### src/rtl/vend_seq.sv
// vend_seq: coin vending transaction sequencer (credit register, vend strobe, change return).
// Latency: a switch input rising before edge k acts at edge k+2; payok/reject are registered pulses.
// Backpressure: the change request is held until chg_ack; coin edges outside IDLE are rejected.
//
// Ports: ck, reset (async active-low); co5/co10/pay raw level switches; chg_ack dispenser ack;
//        payok vend strobe; change coin request; reject coin-reject strobe; busy (not IDLE);
//        cred_tens/cred_ones BCD digits of the credit register.
// Build option: define VEND_REFUND_EN to refund sub-price credit on a pay press.
module vend_seq #(
    parameter int PRICE      = 15,
    parameter int CREDIT_MAX = 95
) (
    input  logic       ck,
    input  logic       reset,
    input  logic       co5,
    input  logic       co10,
    input  logic       pay,
    input  logic       chg_ack,
    output logic       payok,
    output logic       change,
    output logic       reject,
    output logic       busy,
    output logic [3:0] cred_tens,
    output logic [3:0] cred_ones
);
    localparam logic [6:0] PRICE_C = 7'(PRICE);
    localparam logic [6:0] CMAX_C  = 7'(CREDIT_MAX);
    localparam logic [6:0] COIN5   = 7'd5;
    localparam logic [6:0] COIN10  = 7'd10;

    typedef enum logic [1:0] {
        IDLE    = 2'd0,
        VEND    = 2'd1,
        CHANGE  = 2'd2,
        CHG_GAP = 2'd3
    } state_t;

    state_t     state, state_nxt;
    logic [6:0] credit, credit_nxt;
    logic       payok_nxt, reject_nxt;

    // Two-flop synchronizers plus one history flop per switch for edge detection.
    logic [1:0] co5_sync, co10_sync, pay_sync;
    logic       co5_prev, co10_prev, pay_prev;
    logic       co5_edge, co10_edge, pay_edge, coin_edge;
    logic [6:0] coin_val;

    always_ff @(posedge ck or negedge reset) begin
        if (!reset) begin
            co5_sync  <= '0;
            co10_sync <= '0;
            pay_sync  <= '0;
            co5_prev  <= 1'b0;
            co10_prev <= 1'b0;
            pay_prev  <= 1'b0;
        end else begin
            co5_sync  <= {co5_sync[0], co5};
            co10_sync <= {co10_sync[0], co10};
            pay_sync  <= {pay_sync[0], pay};
            co5_prev  <= co5_sync[1];
            co10_prev <= co10_sync[1];
            pay_prev  <= pay_sync[1];
        end
    end

    assign co5_edge  = co5_sync[1]  & ~co5_prev;
    assign co10_edge = co10_sync[1] & ~co10_prev;
    assign pay_edge  = pay_sync[1]  & ~pay_prev;
    assign coin_edge = co5_edge | co10_edge;
    // When both coins arrive together the 10 wins and the 5 is rejected below.
    assign coin_val  = co10_edge ? COIN10 : COIN5;

    always_ff @(posedge ck or negedge reset) begin
        if (!reset) begin
            state  <= IDLE;
            credit <= '0;
            payok  <= 1'b0;
            reject <= 1'b0;
        end else begin
            state  <= state_nxt;
            credit <= credit_nxt;
            payok  <= payok_nxt;
            reject <= reject_nxt;
        end
    end

    always_comb begin
        state_nxt  = state;
        credit_nxt = credit;
        payok_nxt  = 1'b0;
        reject_nxt = 1'b0;
        case (state)
            IDLE: begin
                if (coin_edge) begin
                    // A coin edge takes priority; a simultaneous pay edge is dropped.
                    if (co5_edge && co10_edge) begin
                        reject_nxt = 1'b1;
                    end
                    if (credit + coin_val <= CMAX_C) begin
                        credit_nxt = credit + coin_val;
                    end else begin
                        reject_nxt = 1'b1;
                    end
                end else if (pay_edge) begin
                    if (credit >= PRICE_C) begin
                        state_nxt = VEND;
                        payok_nxt = 1'b1;   // payok is high exactly while in VEND
                    end
`ifdef VEND_REFUND_EN
                    else if (credit != '0) begin
                        state_nxt = CHANGE;
                    end
`endif
                end
            end
            VEND: begin
                credit_nxt = credit - PRICE_C;
                state_nxt  = (credit != PRICE_C) ? CHANGE : IDLE;
            end
            CHANGE: begin
                if (chg_ack) begin
                    credit_nxt = credit - COIN5;
                    state_nxt  = CHG_GAP;
                end
            end
            CHG_GAP: begin
                if (!chg_ack) begin
                    state_nxt = (credit != '0) ? CHANGE : IDLE;
                end
            end
        endcase
        // The machine only accepts coins while idle.
        if (state != IDLE && coin_edge) begin
            reject_nxt = 1'b1;
        end
    end

    assign change    = (state == CHANGE);
    assign busy      = (state != IDLE);
    assign cred_tens = 4'(credit / 7'd10);
    assign cred_ones = 4'(credit % 7'd10);

endmodule

### config.mk
export PLATFORM = sky130hd
export DESIGN_NAME = vend_seq
export DESIGN_NICKNAME = d
export VERILOG_FILES = /design/src/rtl/vend_seq.sv
export SDC_FILE = /design/constraint.sdc
export NUM_CORES = 1
export LEC_CHECK = 0
export ABC_CLOCK_PERIOD_IN_PS = 5900
export CAP_MARGIN = 0
export CORE_AREA = 4 4 64 66
export CTS_CLUSTER_SIZE = 30
export DETAILED_ROUTE_END_ITERATION = 16
export DIE_AREA = 0 0 68 70
export GPL_ROUTABILITY_DRIVEN = 0
export GPL_TIMING_DRIVEN = 0
export PLACE_DENSITY = 0.75
export SKIP_CTS_REPAIR_TIMING = 1
export SYNTH_ARGS = -nofsm -noshare
export SYNTH_HDL_FRONTEND = slang
export SYNTH_SLANG_ARGS = --single-unit
### constraint.sdc
create_clock -name ck -period 5.9 [get_ports ck]
set_input_delay 1.18 -clock ck [delete_from_list [all_inputs] [get_ports ck]]
set_output_delay 1.18 -clock ck [all_outputs]
set_load 0.01 [all_outputs]
# Word-level counts from Yosys, hierarchy flattened
# Cells that the tools add are included.
# Widths: inputs -> output; s select.
[classes]
addsub = 3
n_div = 2
n_lt_le_gt_ge = 2
n_eq_ne = 11
n_mux = 22
n_bitwise = 7
reduce_logical = 8
[ops]
columns = ["cell", "n"]
rows = [
  ["$mux 7", 3],
  ["$pmux 7 s3", 1],
  ["$mux 2", 7],
  ["$ne 2x2->1 const B", 7],
  ["$mux 1", 9],
  ["$pmux 2 s4", 1],
  ["$add 7x4->7", 1],
  ["$div 7x4->7 const B", 1],
  ["$ge 7x4->1 const B", 1],
  ["$le 7x7->1 const B", 1],
  ["$mod 7x4->7 const B", 1],
  ["$ne 7x4->1 const B", 1],
  ["$reduce_bool 7->1", 1],
  ["$sub 7x3->7 const B", 1],
  ["$sub 7x4->7 const B", 1],
  ["$reduce_and 5->1", 1],
  ["$eq 2x2->1 const B", 2],
  ["$mux 4", 1],
  ["$reduce_and 4->1", 1],
  ["$and 1x1->1", 3],
  ["$not 1->1", 3],
  ["$reduce_bool 3->1", 1],
  ["$eq 2x1->1 const B", 1],
  ["$logic_and 1x1->1", 2],
  ["other kinds (3)", 3],
]
[word_totals]
register_bits = 20
in_bits = 6
output_inout_bits = 12

# Logic depth before layout (Yosys ltp)
[depth]
depth_word = 9
ltp_mapped = 11

# Worst setup path before layout
# Ideal clock, no wire load.
[synth_path]
path_kind = "register to output"
from = "register credit[6]"
to = "output port cred_ones[1]"
arrival_time_ns = 1.854
t_required_ns = 4.720
path_slack_ns = 2.866
path_stages_with_launch = 9
path_cell_list = "dfrtp_1 > buf_4 > clkbuf_1 > nor4b_1 > nor3_1 > ha_1 > o41ai_1 > a21boi_2 > xnor2_1"
[synth_via]
elab_chain_cells = 1
[synth_lines]
columns = ["element", "line", "rtl"]
rows = [
  ["start: declaration", "39", "logic [6:0] credit, credit_nxt;"],
  ["start signal: assignment", "81", "credit <= credit_nxt;"],
  ["$mod 7x4->7", "141", "assign cred_ones = 4'(credit % 7'd10);"],
  ["end: declaration", "24", "output logic [3:0] cred_ones"],
]
# Every way passes these cells.

# Worst setup path in the final report
[layout_path]
from = "register credit[3]"
to = "output port cred_ones[1]"
# The elaborated chain is that of the path after synthesis.

==> metrics <==
status=finished, final reports clean; most frequent cells in the layout=25 x nand2_1, 20 x dfrtp_1, 17 x clkdlybuf4s50_1; Worst Max-Slew Pin Slew=between 0.8 and 0.9 ns; period utilisation layout=0.707; die footprint=0.00476 mm^2; Core Rows=22; vias in the first global route=~1,600; Max Slew Vio Count=0; Final setup violation count=0; kind of critical path=register to output port; via count=approximately 1,700; Remaining DRCs=0; Mean Syn Cell Area=between 8 and 9 um^2; core area=0.00358 mm^2; clock skew=~0.0030 ns; GRT Util Overall=0.208; DRT iter0 DRCs=between 100 and 150; Clock Sinks=20; Post-DP HPWL=~3.4 mm; DRT Wirelength=between 4 and 5 mm; post-synthesis instance total=around 220; filler instances=around 340; Worst EP arrival=roughly 3.0 ns; R2R Path Start=co10_prev$_DFF_PN0_; RSZ-0062 raised after global routing=false; CTS Root Cell=clkbuf_4; Setup WS pre-CTS=2.10 ns; DR vias/cell=5.78; f_max=around 240 MHz; Min-Delay Path Class=register to register; Leak Pwr=about 0.94 nW; Clock transition at path regs=around 0.11 ns; Synth Flop Type=dfrtp_1; crit end category=output port; fin crit period=between 4 and 5 ns; drt pass-1 iters=4; mapped cell area=approximately 0.0019 mm^2; commonest non-fill, non-tap cell in the layout=nand2_1; Final Hold Fails=0; maximum number of pins on one net before global-route repair=21; setup slack after layout=1.73 ns; Seq/Total Area, Yosys=0.264; Slew HR=0.420; DR WL/cell=around 15 um; crit start category=register; critical path peak fanout=10; Async SR Flop Fraction=1.00; hold_sp=co5_sync[0]$_DFF_PN0_; register bit total from synthesis=20; Syn Nets=244; P&R area growth vs syn=14.9%; die width=about 68 um; grt ovf=0; Die Y-Extent=around 70 um; initial cell density of the core=0.529; number of synthesis warnings=0; Nets=between 200 and 300; H-tree Lvls=1; I/O pin cnt=18; initial antenna violation count=0; Yosys cell types=59; Post-Route Setup TNS=0 ns; CTS Buf Count=3; peak supply drop=around 0.3 mV; PortBufs=17; CTS tree=built; post-route antenna net violation count=0; max_cap viols=0; worst path required time=roughly 4.7 ns; EDFF count, synth=0; antenna cells=0; first-pass GRT wire length=between 7 and 8 mm; fraction of layout cells with a size suffix above 1=0.119; worst skew pair latency=between 0.3 and 0.4 ns; clock tree buffer depth=2; CP startpoint=credit[3]$_DFFE_PN0P_; PD cells=around 700 mW/mm^2
## power breakdown
part / internal, mW / total [mW] / switching (mW) / leakage [nW]
sequential: 0.178 / 0.222 / 0.0443 / 0.241
combinational: 0.541 / 1.18 / 0.642 / 0.671
clock: 0.0687 / 0.114 / 0.0454 / 0.0279
## worst max-delay path: stages (launching register included)
cell             delay (ns)
dfrtp_1                0.48
buf_2                  0.23
nor2b_1                0.15
a22oi_1                0.18
nor2_1                 0.08
nor3_1                 0.30
ha_1                   0.28
o41ai_1                0.11
a21boi_2               0.20
xnor2_1                0.13
clkdlybuf4s50_1        0.56
## kinds of logic after synthesis
logic type,count (synthesis),synth area share
adder cells (fa/ha/maj),16,0.109
buffers and inverters,31,0.0806
AND/OR/NAND/NOR,76,0.203
flip-flops,20,0.264
AO/OA/AOI/OAI,70,0.293
multiplexers,2,0.0132
XOR/XNOR,8,0.0370
## stage by stage
step	util	hold slack [ns]	cell area, um^2	power (mW)	std cells
3_5_place_dp	0.594	0.341	2120	1.40	288
5_1_grt	0.608	0.381	2180	1.67	292
4_1_cts	0.608	0.369	2180	1.52	292
6_report	0.608	0.364	2180	1.52	292
3_3_place_gp	0.594	0.333	2120	1.38	288
2_1_floorplan	-	0.331	1890	1.06	223
## path summary, 6_finish.rpt
kind | endpoint | slack (ns) | cells past startpoint
max in group asynchronous | co5_prev$_DFF_PN0_ | 4.02 | 1
max reg2reg | reject$_DFF_PN0_ | 3.09 | 9
min in group asynchronous | pay_prev$_DFF_PN0_ | 1.35 | 1
min reg2reg | co5_sync[1]$_DFF_PN0_ | 0.36 | 0
min | co5_sync[1]$_DFF_PN0_ | 0.36 | 0
max | cred_ones[1] | 1.73 | 10
## routing by layer
layer | GRT usage | vias up | routed length, um
met2 | 0.315 | 39 | 2070
li1 | - | 849 | -
met5 | 0 | - | 0
met4 | 0.0397 | 0 | 25
met1 | 0.307 | 796 | 2120
met3 | 0.0370 | 4 | 207
## sequential cells by signal (all words and copies together) (netlist names)
name	flops
co5_sync	2
pay_prev	1
state	2
pay_sync	2
co10_sync	2
payok	1
credit	7
reject	1
co5_prev	1
co10_prev	1
## Yosys cell counts (2+ instances only)
master,count,area [um^2]
nand2_1,25,93.8
dfrtp_1,20,500
nor2_1,15,56.3
ha_1,14,175
a21oi_1,13,65.1
inv_1,13,48.8
nor2b_1,11,68.8
o21ai_0,9,45.0
nand2b_1,7,43.8
a21o_1,6,45.0
buf_4,6,45.0
buf_2,5,25.0
clkbuf_1,5,18.8
xnor2_1,5,43.8
a22o_1,4,35.0
nand3_1,4,20.0
nor3_1,3,15.0
nor4b_1,3,26.3
o2111ai_1,3,26.3
xor2_1,3,26.3
a221o_1,2,20.0
a22oi_1,2,15.0
a31oi_1,2,12.5
a32o_1,2,20.0
a32oi_1,2,17.5
o211ai_1,2,15.0
o211ai_2,2,25.0
o21ai_1,2,10.0
o22ai_1,2,12.5
o41ai_1,2,17.5
## cell type report
cell class                 instances  area [um^2]  share of cell area
inverter                          14         52.6              0.0241
tap                               48         60.1              0.0276
sequential                        20          500               0.230
timing repair buffer              17          170              0.0782
clock inverter                     1         30.0              0.0138
multi-input combinational        172         1240               0.570
buffer                            17          100              0.0460
clock buffer                       3         22.5              0.0103
(Power assumes the default switching activity.)
